--- src/rtl/pad_scan_controller.sv ---
// Column scan scheduler for an 8x8 pad matrix: drives one column at a time,
// samples the rows after a settle delay and reports each pad change as an event.
module pad_scan_controller #(
   parameter int SETTLE_CYCLES = 4
) (
   input  logic       clk,
   input  logic       rst,
   input  logic       en,
   input  logic [7:0] row_in,
   output logic [7:0] col_sel,
   output logic [2:0] col_idx,
   output logic       ev_valid,
   input  logic       ev_ready,
   output logic [2:0] ev_col,
   output logic [2:0] ev_row,
   output logic       ev_press,
   output logic       frame_done
);

   typedef enum logic [2:0] {IDLE, SETTLE, SAMPLE, REPORT, ADVANCE} state_t;

   localparam logic [7:0] CNT_INIT = 8'(SETTLE_CYCLES - 1);

   function automatic logic [2:0] lowest_set(input logic [7:0] v);
      lowest_set = 3'd0;
      for (int i = 7; i >= 0; i--) begin
         if (v[i]) lowest_set = 3'(i);
      end
   endfunction

   state_t      state_q, state_d;
   logic [2:0]  col_idx_q, col_idx_d;
   logic [7:0]  cnt_q, cnt_d;
   logic [7:0]  sample_q, sample_d;
   logic [7:0]  diff_q, diff_d;
   logic [63:0] pad_state_q, pad_state_d;
   logic        ev_valid_q, ev_valid_d;
   logic [2:0]  ev_col_q, ev_col_d;
   logic [2:0]  ev_row_q, ev_row_d;
   logic        ev_press_q, ev_press_d;

   logic [2:0]  row_pick;
   logic        slot_free;
   logic [5:0]  col_base;

   always_comb begin
      state_d     = state_q;
      col_idx_d   = col_idx_q;
      cnt_d       = cnt_q;
      sample_d    = sample_q;
      diff_d      = diff_q;
      pad_state_d = pad_state_q;
      ev_valid_d  = ev_valid_q;
      ev_col_d    = ev_col_q;
      ev_row_d    = ev_row_q;
      ev_press_d  = ev_press_q;

      row_pick  = lowest_set(diff_q);
      slot_free = !ev_valid_q || ev_ready;
      col_base  = {col_idx_q, 3'b000};

      // A pending event retires on handshake; a new load below may refill the slot
      if (ev_valid_q && ev_ready) ev_valid_d = 1'b0;

      case (state_q)
         IDLE: begin
            if (en) begin
               state_d   = SETTLE;
               col_idx_d = 3'd0;
               cnt_d     = CNT_INIT;
            end
         end
         SETTLE: begin
            if (cnt_q == 8'd0) state_d = SAMPLE;
            else               cnt_d   = cnt_q - 8'd1;
         end
         SAMPLE: begin
            sample_d = row_in;
            diff_d   = row_in ^ pad_state_q[col_base +: 8];
            state_d  = REPORT;
         end
         REPORT: begin
            if (diff_q == 8'd0) begin
               state_d = ADVANCE;
            end else if (slot_free) begin
               ev_valid_d                       = 1'b1;
               ev_col_d                         = col_idx_q;
               ev_row_d                         = row_pick;
               ev_press_d                       = sample_q[row_pick];
               pad_state_d[{col_idx_q, row_pick}] = sample_q[row_pick];
               diff_d[row_pick]                 = 1'b0;
            end
         end
         ADVANCE: begin
            cnt_d = CNT_INIT;
            if (col_idx_q == 3'd7) begin
               col_idx_d = 3'd0;
               state_d   = en ? SETTLE : IDLE;
            end else begin
               col_idx_d = col_idx_q + 3'd1;
               state_d   = SETTLE;
            end
         end
         default: state_d = IDLE;
      endcase
   end

   always_ff @(posedge clk) begin
      if (rst) begin
         state_q     <= IDLE;
         col_idx_q   <= 3'd0;
         cnt_q       <= 8'd0;
         sample_q    <= 8'd0;
         diff_q      <= 8'd0;
         pad_state_q <= 64'd0;
         ev_valid_q  <= 1'b0;
         ev_col_q    <= 3'd0;
         ev_row_q    <= 3'd0;
         ev_press_q  <= 1'b0;
      end else begin
         state_q     <= state_d;
         col_idx_q   <= col_idx_d;
         cnt_q       <= cnt_d;
         sample_q    <= sample_d;
         diff_q      <= diff_d;
         pad_state_q <= pad_state_d;
         ev_valid_q  <= ev_valid_d;
         ev_col_q    <= ev_col_d;
         ev_row_q    <= ev_row_d;
         ev_press_q  <= ev_press_d;
      end
   end

   // Column drive is dropped in ADVANCE so two columns never overlap
   assign col_sel    = (state_q == SETTLE || state_q == SAMPLE || state_q == REPORT)
                       ? (8'd1 << col_idx_q) : 8'd0;
   assign col_idx    = col_idx_q;
   assign frame_done = (state_q == ADVANCE) && (col_idx_q == 3'd7);
   assign ev_valid   = ev_valid_q;
   assign ev_col     = ev_col_q;
   assign ev_row     = ev_row_q;
   assign ev_press   = ev_press_q;

endmodule

--- config.mk ---
export PLATFORM = sky130hd
export DESIGN_NAME = pad_scan_controller
export DESIGN_NICKNAME = d
export VERILOG_FILES = /design/src/rtl/pad_scan_controller.sv
export SDC_FILE = /design/constraint.sdc
export NUM_CORES = 1
export LEC_CHECK = 0
export ABC_AREA = 1
export BUFFER_PORTS_ARGS = -buffer_cell sky130_fd_sc_hd__buf_2
export CAP_MARGIN = 20
export CORE_MARGIN = 3
export CORE_UTILIZATION = 50
export DETAILED_ROUTE_END_ITERATION = 7
export PLACE_DENSITY_LB_ADDON = 0.15
export SYNTH_ARGS = -nofsm -noshare
export SYNTH_HDL_FRONTEND = slang
export SYNTH_SLANG_ARGS = --single-unit
--- constraint.sdc ---
create_clock -name clk -period 2.41 [get_ports clk]
set_clock_uncertainty 0.15 [all_clocks]
set_input_delay 0.1205 -clock clk [delete_from_list [all_inputs] [get_ports clk]]
set_output_delay 0.1205 -clock clk [all_outputs]
set_load 0.01 [all_outputs]
Word level (Yosys, flattened, before mapping)
Cells that the tools add are included.

Flip-flop bits (word level): 102. Input bits: 12. Output and inout bits: 20. Logic and storage cells: 87.

Add/subtract/negate cells: 2. $lt $le $gt $ge: 4. Eq/ne operators: 11. Shift operators: 2. Muxes and demuxes: 35. Bitwise gates (word level): 4. Reductions and logical operators: 19.

Operators with widths (count): $bwmux 64 (1); $shiftx 64x7->8 (1); $mux 8 (5); $mux 3 (13); $pmux 8 s3 (1); $logic_not 8->1 (2); $pmux 8 s2 (1); $pmux 3 s5 (1); $ne 2x2->1 const B (6); $reduce_and 3->1 (4); $mux 1 (9); $and 8x8->8 (1); $not 8->8 (1); $shl 1x3->8 const A (1); $sub 8x1->8 const B (1); $xor 8x8->8 (1); $lt 6x7->1 const B (1); $demux 1 s6 (1); $eq 3x2->1 const B (2); $eq 3x3->1 const B (2); $ge 6x1->1 const B (1); $pmux 3 s2 (1); $logic_and 1x1->1 (4); $lt 3x4->1 const B (1); 12 further kinds (15).

Logic depth before layout (Yosys ltp)
Depth in word-level cells: 17. Depth in mapped cells: 17. Depth with buffers taken out: 15.

Worst setup path after synthesis
Ideal clock, no wire load.

Path type: reg-to-reg. Start: register col_idx_q[0] (netlist: col_idx[0]). End: register diff_q[6]. Setup time: 0.115 ns. Arrival: 1.569 ns. Data required time: 2.145 ns. Path slack: 0.575 ns. Cell stages (with the launch flop): 10. Path buffers: 2. Clock period less this slack: 1.835 ns. Cells stage by stage: dfxtp_1 buf_2 buf_1 nand2_1 a21oi_1 o21ai_0 a21oi_1 nor2_1 o21ai_0 inv_1.

Cells in the longest elaborated chain, start to end: 3.

RTL lines: from (decl) (line 32) `logic [2:0] col_idx_q, col_idx_d;`; from (signal assigned) (line 122) `col_idx_q <= col_idx_d;`; $shiftx 64x7->8 (line 79) `diff_d = row_in ^ pad_state_q[col_base +: 8];`; $xor 8x8->8 (line 79); $pmux 8 s2 (line 65) `case (state_q)`; to (signal assigned) (line 125) `diff_q <= diff_d;`; to (decl) (line 35) `logic [7:0] diff_q, diff_d;`.

Every way passes these cells. A chain may end at the register's enable or synchronous reset.

Final worst setup path
Start: register col_idx_q[2] (netlist: col_idx[2]). End: register pad_state_q[42].

Cells in the longest elaborated chain, start to end: 5. Elaborated cells between the ends (all ways): 6. Those cells by class: 2 x order compare; 3 x mux; 1 x reduce/logical.

RTL lines: $lt 6x7->1 (not written as such) or $ge 6x1->1 (tied branches) (line 90) `pad_state_d[{col_idx_q, row_pick}] = sample_q[row_pick];`; $logic_and 1x1->1 (not written as such) (line 90); $mux 1 (not written as such) (line 90); $demux 1 s6 * (line 90); $bwmux 64 * (line 90); to (signal assigned) (line 126) `pad_state_q <= pad_state_d;`; to (decl) (line 36) `logic [63:0] pad_state_q, pad_state_d;`.

Every way passes the cells marked *; elsewhere a longest branch is shown, timed or not.

==> impl_metrics.ini <==
[route]
vias = 5661
route.met3.wl_um = 907
top_layer = met4
routed-wl-met2_um = 7140
drtIter0Drc = 493
met1Wirelength_um = 7200
wl_per_cell_um = 14.3
dr.pass1.iters = 5
drc_errors = 0
avgViaCountPerCell = 5.20
ant_nets = 0
routed_wl_um = 15600

[yosys]
synthFlopType = dfxtp_1
synthCells = 906
synth_seq_area_share = 0.362
synth.distinct_cells = 35
syn_avg_cell_area_um2 = 6.22
synth-edff-count = 0
ys_warn_count = 0
synth_area_um2 = 5630
ys_ff_latch = 102
syn_nets = 926
async_reset_ff_frac = 0

[clock_tree]
clkLatencyLatePin_ns = 0.36
cts_tree = built
clock_path_buffers = 2
path_clk_slew_ns = 0.07
cts_setup_buffers = 0
root_buffer = clkbuf_16
cts_sinks = 102
cts-buffers-inserted = 9
cts_max_level = 3

[cells_and_area]
postLayoutCoreUtil = 0.588
layout.nets = 964
layout-drive-gt1-share = 0.0980
n_antenna_cell = 0
fin_area_um2 = 6430
area_growth_pct = 14.2

[critical_path]
setup.worst_path.end_class = flip-flop
worstSetupPathType = reg2reg
required_ns = 2.53
slowest_delay_ns = 0.61
cp_slowest_cell = dfxtp_1
crit_path_cell_trace = inv_1 -> nor2_1 -> nand3_1 -> nor2_1 -> nand3_1 -> nand2_1 -> inv_1
crit_fanout = 11
cp-start-kind = flip-flop
arrival_ns = 2.31

[global_route]
grt.total_usage = 0.253
antenna_found_initial = 0
grt_overflow = 0
grt_pass1_wl_um = 25900
grt_max_degree = 66
grt_pass1_vias = 5155

[power_and_ir_drop]
total_power_mw = 4.07
pwr_density_cell_nw_per_um2 = 633
irDropWorstVdd_mv = 0.537
power_leakage_nw = 3.01

[place]
io_buffers = 31
placed_area_um2 = 6030
gp_congestion = 0.869
hpwl_um = 10300
post-place-ws_ns = 0.224

[timing]
worst_slew_pin_slew_ns = 0.753
rsz0062_at_grt = no
hold_viol = 0
fmax_mhz = 455
slew_headroom = 0.498
post-route-min-period_ns = 2.20
timing.final.crit_share = 0.912
slew_violations = 0
setup_violations = 0
tns_ns = 0
setup_slack_ns = 0.212

[floorplan]
fp.dieW_um = 112
io_pins = 32
dieHeight_um = 112
rows = 38
dieArea_um2 = 12600
start_util = 0.515
core_um2 = 10900

[hold_path]
hp-class = in2reg

[flow_run]
maxCapViolations = 0

[status]
status = completed
## flip-flops by register name (all words and copies together), names as in the netlist
| signal | cells |
|---|---|
| cnt_q | 8 |
| col_idx | 3 |
| diff_q | 8 |
| ev_col | 3 |
| ev_press | 1 |
| ev_row | 3 |
| ev_valid | 1 |
| pad_state_q | 64 |
| sample_q | 8 |
| state_q | 3 |
## area by class of cell
type	count	area, um2
Timing Repair Buffer	66	507
Clock inverter	7	80.1
Clock buffer	9	225
Fill cell	1093	4500
Multi-Input combinational cell	649	2970
Sequential cell	102	2040
Tap cell	140	175
Inverter	116	437
## placed cells by master, fill, tap and decap left out, types with 8 or more instances in the layout
| master | count |
|---|---|
| a21oi_1 | 51 |
| nor3_1 | 12 |
| o21ai_0 | 36 |
| ha_1 | 8 |
| o21a_1 | 17 |
| nor2_1 | 201 |
| clkbuf_16 | 9 |
| buf_2 | 31 |
| buf_4 | 20 |
| dlygate4sd3_1 | 9 |
| inv_1 | 107 |
| dfxtp_1 | 102 |
| nand2_1 | 187 |
| nand3_1 | 99 |
## stage by stage
step	hold slack, ns	cells
global placement	0.259	1064
floorplan	0.119	906
finish	0.0662	1089
detailed placement	0.262	1064
CTS	0.0511	1089
global route	0.0836	1089
## report_power, final
group	internal, mW	switching, mW
Clock	0.819	0.712
Sequential	1.75	0.0512
Combinational	0.212	0.532
Total	2.78	1.30
## path summary, 6_finish.rpt
path	startpoint	endpoint	slack [ns]	depth (start not counted)
max	col_idx[2]	pad_state_q[42]	0.21	7
min	en	state_q[0]	0.07	5
max reg2reg	col_idx[2]	pad_state_q[42]	0.21	7
min reg2reg	cnt_q[0]	cnt_q[0]	0.32	1
## per-layer routing
metal / GRT usage / up-vias
met5: 0 / -
met4: 0.0801 / 0
met3: 0.0577 / 25
met2: 0.400 / 180
met1: 0.345 / 2535
li1: - / 2921
## kinds of logic after synthesis
family / synth area share
buf+inv: 0.114
flops: 0.362
xor+xnor: 0.00622
compound gates: 0.115
fa+ha+maj: 0.0178
simple gates: 0.385
## worst max-delay path: cells and delay by family (launching register included)
kind | cells | cell delay [ns]
buffers and inverters | 2 | 0.14
flip-flops | 1 | 0.61
AND/OR/NAND/NOR | 5 | 1.20
## timing repair
item / in CTS / in global routing
resized for setup: 0 / 2
endpoints found under the setup margin: 0 / 19
endpoints found under the hold margin: 11 / 0
hold buffers: 9 / 0
## synth_stat cells, types with 5 or more instances
library cell    n  area (um2)
inv_2           6        22.5
o21ai_0        36         180
nand2_1       188         706
o21a_1         17         128
a21oi_1        51         255
nor2_1        203         762
nand2_2         6        37.5
nand3_1        99         495
ha_1            8         100
buf_1           5        18.8
inv_1         107         402
nor3_1         12        60.1
nand4_1         7        43.8
dfxtp_1       102        2040
clkbuf_1       17        63.8
buf_4          12        90.1
No activity file was read; power rests on OpenSTA's default activity.
